**src/rtl/mem_access_unit_pkg.sv**
```systemverilog
// Shared types and helpers for the MEM-stage data-memory access unit.
package mem_access_unit_pkg;

  typedef logic [31:0] vaddr_t;
  typedef logic [31:0] paddr_t;

  typedef enum logic [1:0] {
    MSIZE1     = 2'd0,
    MSIZE2     = 2'd1,
    MSIZE4     = 2'd2,
    MSIZE_RSVD = 2'd3
  } msize_t;

  typedef enum logic [1:0] {
    S_IDLE = 2'd0,
    S_ADDR = 2'd1,
    S_DATA = 2'd2,
    S_DONE = 2'd3
  } mau_state_t;

  function automatic logic is_misaligned(input msize_t size, input logic [1:0] off);
    logic bad;
    case (size)
      MSIZE1:  bad = 1'b0;
      MSIZE2:  bad = off[0];
      MSIZE4:  bad = (off != 2'b00);
      default: bad = 1'b1;
    endcase
    return bad;
  endfunction

  function automatic logic is_kseg1(input vaddr_t va);
    return (va[31:29] == 3'b101);
  endfunction

endpackage

```
**src/rtl/address_translator.sv**
```systemverilog
// Fixed-mapping virtual-to-physical translation: kseg0/kseg1 drop the top
// three bits, every other segment passes through unchanged.
module AddressTranslator
  import mem_access_unit_pkg::*;
(
  input  vaddr_t vaddr,
  output paddr_t paddr
);

  always_comb begin
    if (vaddr[31:30] == 2'b10) begin
      paddr = {3'b000, vaddr[28:0]};
    end else begin
      paddr = vaddr;
    end
  end

endmodule

```
**src/rtl/mem_access_unit_align.sv**
```systemverilog
// Combinational byte-lane handling: store strobe/data replication and
// load extraction with sign or zero extension.
module mem_data_align
  import mem_access_unit_pkg::*;
(
  input  msize_t      size,
  input  logic [1:0]  offset,
  input  logic        is_signed,
  input  logic        write,
  input  logic [31:0] wdata,
  input  logic [31:0] rdata,
  output logic [3:0]  strobe,
  output logic [31:0] wdata_rep,
  output logic [31:0] load_data
);

  logic [3:0]  strobe_raw;
  logic [31:0] shifted;

  always_comb begin
    strobe_raw = 4'b1111;
    wdata_rep  = wdata;
    load_data  = shifted;
    shifted    = rdata >> {offset, 3'b000};
    case (size)
      MSIZE1: begin
        strobe_raw = 4'b0001 << offset;
        wdata_rep  = {4{wdata[7:0]}};
        load_data  = {{24{is_signed & shifted[7]}}, shifted[7:0]};
      end
      MSIZE2: begin
        strobe_raw = 4'b0011 << offset;
        wdata_rep  = {2{wdata[15:0]}};
        load_data  = {{16{is_signed & shifted[15]}}, shifted[15:0]};
      end
      default: begin
        strobe_raw = 4'b1111;
        wdata_rep  = wdata;
        load_data  = shifted;
      end
    endcase
    strobe = write ? strobe_raw : 4'b0000;
  end

endmodule

```
**src/rtl/mem_access_unit.sv**
```systemverilog
// MEM-stage access unit: translates the request address, runs one bus
// transaction at a time and stalls the pipeline until the response returns.
module mem_access_unit
  import mem_access_unit_pkg::*;
(
  input  logic        clk,
  input  logic        reset,
  input  logic        req_valid,
  input  logic [31:0] req_vaddr,
  input  logic        req_write,
  input  logic [1:0]  req_size,
  input  logic        req_signed,
  input  logic [31:0] req_wdata,
  output logic        stall,
  output logic        resp_valid,
  output logic [31:0] resp_rdata,
  output logic        addr_error,
  output logic        bus_req_valid,
  output logic [31:0] bus_addr,
  output logic        bus_write,
  output logic [1:0]  bus_size,
  output logic [3:0]  bus_strobe,
  output logic [31:0] bus_wdata,
  output logic        bus_uncached,
  input  logic        bus_addr_ok,
  input  logic        bus_data_ok,
  input  logic [31:0] bus_rdata
);

  mau_state_t  state_q, state_d;
  paddr_t      req_paddr;
  paddr_t      paddr_q;
  logic        uncached_q;
  logic        write_q;
  msize_t      size_q;
  logic        signed_q;
  logic [31:0] wdata_q;
  logic [31:0] rdata_q;
  logic        aligned;
  logic        accept;
  logic        capture;
  logic [31:0] load_data;

  AddressTranslator u_xlate (
    .vaddr (req_vaddr),
    .paddr (req_paddr)
  );

  mem_data_align u_align (
    .size      (size_q),
    .offset    (paddr_q[1:0]),
    .is_signed (signed_q),
    .write     (write_q),
    .wdata     (wdata_q),
    .rdata     (bus_rdata),
    .strobe    (bus_strobe),
    .wdata_rep (bus_wdata),
    .load_data (load_data)
  );

  assign aligned = ~is_misaligned(msize_t'(req_size), req_vaddr[1:0]);

  always_ff @(posedge clk or posedge reset) begin
    if (reset) begin
      state_q    <= S_IDLE;
      paddr_q    <= '0;
      uncached_q <= 1'b0;
      write_q    <= 1'b0;
      size_q     <= MSIZE1;
      signed_q   <= 1'b0;
      wdata_q    <= '0;
      rdata_q    <= '0;
    end else begin
      state_q <= state_d;
      if (accept) begin
        paddr_q    <= req_paddr;
        uncached_q <= is_kseg1(req_vaddr);
        write_q    <= req_write;
        size_q     <= msize_t'(req_size);
        signed_q   <= req_signed;
        wdata_q    <= req_write ? req_wdata : '0;
      end
      if (capture) begin
        rdata_q <= write_q ? '0 : load_data;
      end
    end
  end

  always_comb begin
    state_d       = state_q;
    stall         = 1'b0;
    resp_valid    = 1'b0;
    addr_error    = 1'b0;
    bus_req_valid = 1'b0;
    accept        = 1'b0;
    capture       = 1'b0;
    case (state_q)
      S_IDLE: begin
        // Outputs must read 0 while reset is held, even if req_valid is high.
        if (req_valid && !reset) begin
          if (aligned) begin
            accept  = 1'b1;
            stall   = 1'b1;
            state_d = S_ADDR;
          end else begin
            addr_error = 1'b1;
          end
        end
      end
      S_ADDR: begin
        bus_req_valid = 1'b1;
        stall         = 1'b1;
        if (bus_addr_ok) begin
          if (bus_data_ok) begin
            capture = 1'b1;
            state_d = S_DONE;
          end else begin
            state_d = S_DATA;
          end
        end
      end
      S_DATA: begin
        stall = 1'b1;
        if (bus_data_ok) begin
          capture = 1'b1;
          state_d = S_DONE;
        end
      end
      S_DONE: begin
        resp_valid = 1'b1;
        state_d    = S_IDLE;
      end
      default: state_d = S_IDLE;
    endcase
  end

  assign bus_addr     = paddr_q;
  assign bus_write    = write_q;
  assign bus_size     = size_q;
  assign bus_uncached = uncached_q;
  assign resp_rdata   = (state_q == S_DONE) ? rdata_q : '0;

endmodule
```
**config.mk**
```make
export PLATFORM = sky130hd
export DESIGN_NAME = mem_access_unit
export DESIGN_NICKNAME = d
export VERILOG_FILES = /design/src/rtl/mem_access_unit_pkg.sv /design/src/rtl/address_translator.sv /design/src/rtl/mem_access_unit_align.sv /design/src/rtl/mem_access_unit.sv
export SDC_FILE = /design/constraint.sdc
export NUM_CORES = 1
export LEC_CHECK = 0
export ABC_AREA = 0
export BUFFER_PORTS_ARGS = -buffer_cell sky130_fd_sc_hd__buf_2
export CORE_MARGIN = 2
export CORE_UTILIZATION = 40
export DETAILED_ROUTE_END_ITERATION = 7
export GPL_TIMING_DRIVEN = 0
export PLACE_DENSITY = 0.75
export SLEW_MARGIN = 20
export SYNTH_ARGS = -nofsm -noshare
export SYNTH_HDL_FRONTEND = slang
export SYNTH_SLANG_ARGS = --single-unit
```
**constraint.sdc**
```tcl
create_clock -name clk -period 3.11 [get_ports clk]
set_input_delay 0.622 -clock clk [delete_from_list [all_inputs] [get_ports clk]]
set_output_delay 0.622 -clock clk [all_outputs]
set_load 0.05 [all_outputs]
```
## After elaboration in Yosys (flattened, before gate mapping)

Index checks and enable logic that the tools add are counted.

| storage, ports and cells | value |
|---|---|
| word-level logic and storage cells | 60 |
| register bits | 103 |
| output and inout bits | 108 |
| bits of input ports | 105 |

| operators by class | value |
|---|---|
| equality and inequality tests | 12 |
| bitwise gates (word level) | 2 |
| muxes and demuxes | 27 |
| shift operators | 3 |
| reductions and logical operators | 8 |

Operators by type and width:

| operator | count |
|---|---|
| $mux 32 | 4 |
| $pmux 32 s2 | 2 |
| $shr 32x5->32 | 1 |
| $mux 1 | 11 |
| $eq 2x2->1 const B | 4 |
| $mux 2 | 4 |
| $ne 2x2->1 const B | 4 |
| $pmux 2 s4 | 1 |
| $pmux 4 s2 | 1 |
| $eq 2x1->1 const B | 3 |
| $logic_not 2->1 | 3 |
| $mux 4 | 1 |
| $pmux 1 s2 | 2 |
| $reduce_and 4->1 | 1 |
| $shl 1x2->4 const A | 1 |
| $shl 2x2->4 const A | 1 |
| $eq 3x3->1 const B | 1 |
| $pmux 1 s3 | 1 |
| $and 1x1->1 | 2 |
| $reduce_bool 2->1 | 1 |
| $reduce_or 2->1 | 1 |
| $logic_and 1x1->1 | 1 |
| $logic_not 1->1 | 1 |

## Depth between registers and ports, before layout

Gate-level depths: netlist of run 1.

| logic depth | value |
|---|---|
| depth after elaboration | 5 |
| gate-level depth with buffers | 8 |
| mapped depth without buffers | 6 |

## Modules after synthesis

From an unflattened synthesis of run 1, not the netlist that was laid out.

| second synthesis, totals | value |
|---|---|
| cell total of the unflattened synthesis | 637 |
| area total of the unflattened synthesis | 6165.9 um2 |

Modules (own cells, without submodules):

| module | seq. area each (um2) | cells each | area an instance (um2) | instances |
|---|---|---|---|---|
| mem_access_unit | 2577.5 | 423 | 4535.6 | 1 |
| mem_data_align | 0.0 | 181 | 1386.3 | 1 |
| AddressTranslator | 0.0 | 33 | 244.0 | 1 |

## Worst setup path after synthesis of run 1

No wires, ideal clock.

| timing path | value |
|---|---|
| path type | reg-to-output |
| start point | register size_q[1] (netlist: bus_size[1]) |
| end point | output bus_wdata[29] |
| arrival time | 2.226 ns |
| buffers on the path | 2 |
| path slack | 0.262 ns |
| stages on the path, launching flop included | 4 |
| data required time | 2.488 ns |
| cell sequence | dfrtp_1 -> buf_1 -> clkbuf_1 -> o21ai_0 |

| on the way | value |
|---|---|
| cells in the longest elaborated chain, start to end | 2 |
| elaborated cells between the ends (all ways) | 3 |
| those cells by class | 1 x eq/ne; 1 x mux; 1 x reduce/logical |

RTL lines:

| what | line | source |
|---|---|---|
| start, declared | mem_access_unit.sv:35 | `msize_t size_q;` |
| start signal, assigned | mem_access_unit.sv:79 | `size_q <= msize_t'(req_size);` |
| $eq 2x1->1 or $logic_not 2->1 (tied branches) | mem_access_unit_align.sv:25 | `case (size)` |
| $pmux 32 s2 * | mem_access_unit_align.sv:25 |  |
| end, declared | mem_access_unit.sv:23 | `output logic [31:0] bus_wdata,` |

Every way passes the cells marked *; elsewhere a longest branch is shown, timed or not.

## Final worst setup path of run 1

| timing path | value |
|---|---|
| start point | register state_q[0] |
| end point | output stall |

| on the way | value |
|---|---|
| cells in the longest elaborated chain, start to end | 3 |
| elaborated cells between the ends (all ways) | 5 |
| those cells by class | 2 x eq/ne; 1 x mux; 2 x reduce/logical |

RTL lines:

| what | line | source |
|---|---|---|
| start, declared | mem_access_unit.sv:30 | `mau_state_t state_q, state_d;` |
| start signal, assigned | mem_access_unit.sv:74 | `state_q <= state_d;` |
| $eq 2x2->1 or $eq 2x1->1 (tied branches) | mem_access_unit.sv:97 | `case (state_q)` |
| $reduce_or 2->1 (no line) | n/a |  |
| $pmux 1 s2 * | mem_access_unit.sv:97 |  |
| end, declared | mem_access_unit.sv:14 | `output logic stall,` |

Marked as above.

==> out/metrics.yaml, run 1 <==
ys_types: 41
grt_max_degree: 33
drive_above_1_share: 0.4397
p_leak_nw: 3.696
synth_area_per_cell_um2: 10.36
pwr-share-clk: 0.130
row_count: 42
cts_htree_levels: 3
max_stage_delay_ns: 0.41
overflow: 0
power.total_mw: 8.401
grt_pass1_wl_mm: 25.85
io_pins: 213
crit_fanout: 10
yosys_warnings: 0
crit_top_cell: "buf_2"
core-area_um2: 13240
arrival_ns: 2.30
r2r-end: "rdata_q[19]"
r2r_cells: 7
power.switching_mw: 4.408
slew_headroom: 0.4065
port_buffers: 211
initial_core_util: 0.4105
critical_path_required_ns: 2.49
setup_violations: 0
vias: 4787
crit_chain: "inv_1, ha_1, o211ai_4, buf_2, buf_2, a21oi_1, clkbuf_4"
cts_made_buffers: 9
hold_violations: 0
tightest_slew_ns: 0.8828
holdCritPathClass: "in2async"
whs_ns: 0.3687
sequentialPowerShare: 0.271
antenna_found_initial: 1
cap_violations: 0
slowest_stage: "dfrtp_1"
fill_cells: 1275
die_h_um: 120.6
period_needed_ns: 2.919
cts-root-buf: "clkbuf_16"
comb_power_share: 0.598
ys_seq_elements: 103
postRouteAntennaNets: 0
cts_max_path_buffers: 2
netSwitchingFraction: 0.5247
r2r_start: "state_q[0]"
cts_resized: 0
cts_hold_buffers: 0
path_clk_slew_ns: 0.07
dieArea_um2: 14540
wl_per_cell_um: 17.84
startpoint_type: "flop"
grt_setup_unrepaired: "no"
clock_latency_ns: 0.36
postSynth.asyncResetShare: 1.000
r2r_slack_ns: 0.92
dp_hpwl_mm: 12.80
status: "completed"
synth.net_count: 635
ir_drop_mv: 0.7048
ys.flop_type: "dfrtp_1"
grt_pass1_vias: 4853
final.period_utilization: 0.9384
finClkSkew_ns: 0.01248
syn_area_um2: 5436
drtIter0Drc: 313
intPower_mw: 3.993
clock-sinks: 103
gp_congestion: 0.9603
drv_slew: 0
vias_per_cell: 5.131
end_kind: "output pin"
seq_area_frac_synth: 0.4741
fmax_mhz: 342.6
wl_mm: 16.65
p_per_area_nw_per_um2: 1185
postCtsSetupBuffers: 0
worstSetupPathType: "reg2out"
grt_use_total: 0.2327
die_x_um: 120.6
finalSetupTns_ns: 0
syn_inst: 525
drt_pass1_iterations: 5
final_nets: 860
synth-edff-count: 0
cts_tree: "built"
drcViolationCount: 0
area_delta_synth_final_pct: 30.36
worst max-delay path by stage:
stage | cells after the start | slack (ns) | to | start
global placement | 7 | 0.31 | stall | reset
detailed placement | 7 | 0.28 | stall | req_size[0]
finish | 7 | 0.19 | stall | state_q[0]
CTS | 7 | 0.06 | stall | state_q[0]
floorplan | 3 | 0.26 | bus_wdata[29] | bus_size[1]
global route | 7 | 0.04 | stall | state_q[0]
flip-flops by register name, summed over array words and instances, names as in the netlist:
name and flops:
bus_addr 32, signed_q 1, state_q 2, wdata_q 32, bus_uncached 1, bus_size 2, rdata_q 32, bus_write 1
power groups by stage:
stage	sequential, mW	combinational (mW)	clock (mW)
6_report	2.28	5.03	1.09
3_5_place_dp	2.30	5.03	0
5_1_grt	2.35	5.32	1.18
2_1_floorplan	2.98	3.09	0
4_1_cts	2.28	5.04	1.12
3_3_place_gp	2.27	4.96	0
kinds of logic (layout without fill, tap and decap cells):
| family | Yosys count | count (layout) | synth area share |
|---|---|---|---|
| buf+inv | 55 | 285 | 0.05340 |
| other cells | 0 | 2 | 0 |
| fa+ha+maj | 5 | 5 | 0.01151 |
| mux | 84 | 84 | 0.1765 |
| simple gates | 162 | 162 | 0.1473 |
| flops | 103 | 103 | 0.4741 |
| compound gates | 115 | 115 | 0.1356 |
| xor+xnor | 1 | 1 | 0.001611 |
per-stage QoR:
step / instances / utilization / area [µm²] / setup slack [ns]
6_report: 933 / 0.5351 / 7087 / 0.1915
5_1_grt: 931 / 0.5348 / 7082 / 0.03844
4_1_cts: 931 / 0.5336 / 7067 / 0.05511
3_5_place_dp: 915 / 0.5123 / 6784 / 0.2803
3_3_place_gp: 912 / 0.5072 / 6716 / 0.3077
2_1_floorplan: 525 / - / 5440 / 0.2623
critical path: cells and delay by family (launching register included):
kind	cells	cell delay (ns)
fa+ha+maj	1	0.30
buf+inv	4	0.96
flops	1	0.41
compound gates	2	0.26
routing by layer:
metal  share of wire  up-vias  global-route usage
met5               0        -                   0
met4           0.028        0             0.09811
met3           0.089       30             0.05802
met2            0.48      250              0.3927
met1            0.40     2243              0.2831
li1                -     2264                   -
Yosys cell counts, drive strengths merged, types with 4 or more instances:
master | count | area share
a22o | 16 | 0.026
nor3 | 4 | 0.0087
dfrtp | 103 | 0.47
ha | 5 | 0.012
buf | 31 | 0.037
nand2 | 102 | 0.070
o21a | 10 | 0.014
o21ai | 60 | 0.055
clkbuf | 16 | 0.011
inv | 8 | 0.0055
nor2b | 4 | 0.0046
nor2 | 4 | 0.0028
mux2 | 58 | 0.13
nand3b | 9 | 0.012
a21oi | 5 | 0.0053
mux2i | 25 | 0.046
a22oi | 16 | 0.022
and2 | 32 | 0.037
layout by cell type (no fill, tap or decap), types with 10 or more instances in the layout:
cell type  count
clkbuf_1      16
a22o_1        16
mux2i_1       25
o21a_1        10
nand2_1      102
and2_1        32
dfrtp_1      103
buf_4         11
a22oi_1       16
mux2_2        49
buf_2        226
o21ai_0       55
cell type report:
type,count,area [µm²],area share
inverters,8,33.78,0.004767
diodes,2,5.005,0.0007062
repair buffers,214,1126,0.1589
clock buffers,9,225.2,0.03178
clock inverters,7,57.56,0.008121
plain buffers,47,261.5,0.03690
well taps,176,220.2,0.03107
multi-input cells,367,2580,0.3641
flip-flops and latches,103,2577,0.3637
(Power assumes the default switching activity.)
==> inputs of run 2 (changes only) <==
--- a/config.mk
+++ b/config.mk
@@ -7,6 +7,7 @@
 export LEC_CHECK = 0
 export ABC_AREA = 0
 export BUFFER_PORTS_ARGS = -buffer_cell sky130_fd_sc_hd__buf_2
+export CORE_ASPECT_RATIO = 0.9
 export CORE_MARGIN = 2
 export CORE_UTILIZATION = 40
 export DETAILED_ROUTE_END_ITERATION = 7
==> constraint.sdc (replaced) <==
create_clock -name clk -period 3.11 [get_ports clk]
set_input_delay 0 -clock clk [delete_from_list [all_inputs] [get_ports clk]]
set_output_delay 0 -clock clk [all_outputs]
set_load 0.05 [all_outputs]
==> run 2 against run 1 <==
Final cell count increased by 7.1%; combinational power up 1%; setup slack improved by 0.53 ns; total power up 3.3%; sequential power barely moved; largest cell class is now registers.
==> out/metrics.yaml, run 2 (synthesis results as in run 1) <==
clock-sinks: 103
slew_headroom: 0.4346
status: "completed"
r2r_cells: 7
detailedPlace.worstSlack_ns: 0.9241
wl_per_cell_um: 17.48
n_antenna_cell: 0
path_clk_slew_ns: 0.07
final_nets: 936
drt_pass1_iterations: 5
fill_cells: 1121
design_area_um2: 7854
grt_pass1_vias: 5206
finalSetupTns_ns: 0
io_pins: 213
drv_slew: 0
initial_core_util: 0.4084
fmax_mhz: 418.1
cts_htree_levels: 3
vias: 5083
dp_hpwl_mm: 12.18
holdCritPathClass: "in2reg"
power.total_mw: 8.680
antenna_found_initial: 0
crit_family: "buffers and inverters"
cts_made_buffers: 9
grt_setup_unrepaired: "no"
postRouteAntennaNets: 0
port_buffers: 211
gp_congestion: 0.8755
core-area_um2: 13310
critical_path_required_ns: 3.11
grt_max_degree: 66
cts_tree: "built"
die_h_um: 114.6
slowest_stage: "dfrtp_1"
arrival_ns: 2.39
cts-root-buf: "clkbuf_16"
grt_use_total: 0.2449
crit_cells: 7
layout_commonest_cell: "buf_2"
drcViolationCount: 0
tightest_slew_ns: 0.8411
max_stage_delay_ns: 0.42
final.period_utilization: 0.7691
cap_violations: 0
row_count: 40
drive_above_1_share: 0.3935
hold_violations: 0
crit_fanout: 10
dieArea_um2: 14540
overflow: 0
clock_latency_ns: 0.35
wl_mm: 17.46
finish.utilization: 0.5899
drtIter0Drc: 357
die_x_um: 126.9
final_cell_mix: "buf_2 (227), dfrtp_1 (103), nand2_1 (102), dlygate4sd3_1 (78), o21ai_0 (55)"
p_per_area_nw_per_um2: 1105
period_needed_ns: 2.392
area_delta_synth_final_pct: 44.46
worst_slack_ns: 0.7181
critical_path_buf_inv_count: 4
worstSetupPathType: "reg2out"
startpoint_type: "flop"
cts_max_path_buffers: 2
whs_path_depth: 3
crit_top_cell: "buf_2"
ir_drop_mv: 0.7760
setup_violations: 0
end_kind: "output pin"
finClkSkew_ns: 0.007532
crit_chain: "inv_1, ha_1, o211ai_2, buf_2, buf_2, a21oi_1, buf_2"
grt_pass1_wl_mm: 27.43
postPlaceCellArea_um2: 6735
vias_per_cell: 5.088
p_leak_nw: 4.049
==> run 2: final timing paths <==
path | startpoint | endpoint | slack, ns
max in group asynchronous | reset | bus_addr[8] | 2.25
min in group asynchronous | reset | bus_addr[2] | 0.20
worst min register to register | wdata_q[26] | wdata_q[26] | 0.48
worst min-delay path | req_write | wdata_q[31] | 0.05
worst max-delay path | state_q[0] | stall | 0.72
worst max register to register | state_q[0] | rdata_q[23] | 0.90
==> run 2: power by group <==
group / switching [mW] / internal, mW / total (mW)
Clock: 0.508 / 0.786 / 1.29
Combinational: 3.51 / 1.59 / 5.10
Sequential: 0.378 / 1.91 / 2.28
==> run 2: per-stage QoR <==
| stage | hold WS (ns) | cells |
|---|---|---|
| 2_1_floorplan | 0.1358 | 525 |
| 3_3_place_gp | 0.2317 | 904 |
| 4_1_cts | 0.03786 | 999 |
| 6_report | 0.04547 | 999 |
| 3_5_place_dp | 0.03472 | 905 |
| 5_1_grt | 0.06774 | 999 |
==> run 2: routing by layer <==
metal,global-route usage,vias up,share of wire
met5,0,-,0
met4,0.08498,0,0.026
met1,0.3032,2408,0.41
met2,0.4158,234,0.49
met3,0.06636,38,0.073
li1,-,2403,-
==> run 2: layout make-up <==
cell class	count	area, µm²	share of cell area
flip-flops and latches	103	2577	0.3282
multi-input cells	367	2569	0.3271
repair buffers	290	1864	0.2374
plain buffers	47	260.3	0.03314
clock buffers	10	229.0	0.02915
well taps	168	210.2	0.02676
clock inverters	6	108.9	0.01386
inverters	8	35.03	0.004461
==> run 2: worst register-to-register path, delay by kind of cell (launching register included) <==
family | cells | cell delay, ns
AND/OR/NAND/NOR | 3 | 0.73
AO/OA/AOI/OAI | 1 | 0.31
buffers and inverters | 2 | 0.39
adder cells (fa/ha/maj) | 1 | 0.31
flip-flops | 1 | 0.41
==> run 2: timing repair <==
action,in CTS,in global routing
setup buffers,0,0
endpoints found under the hold margin,115,0
resized for setup,0,0
hold buffers,78,0
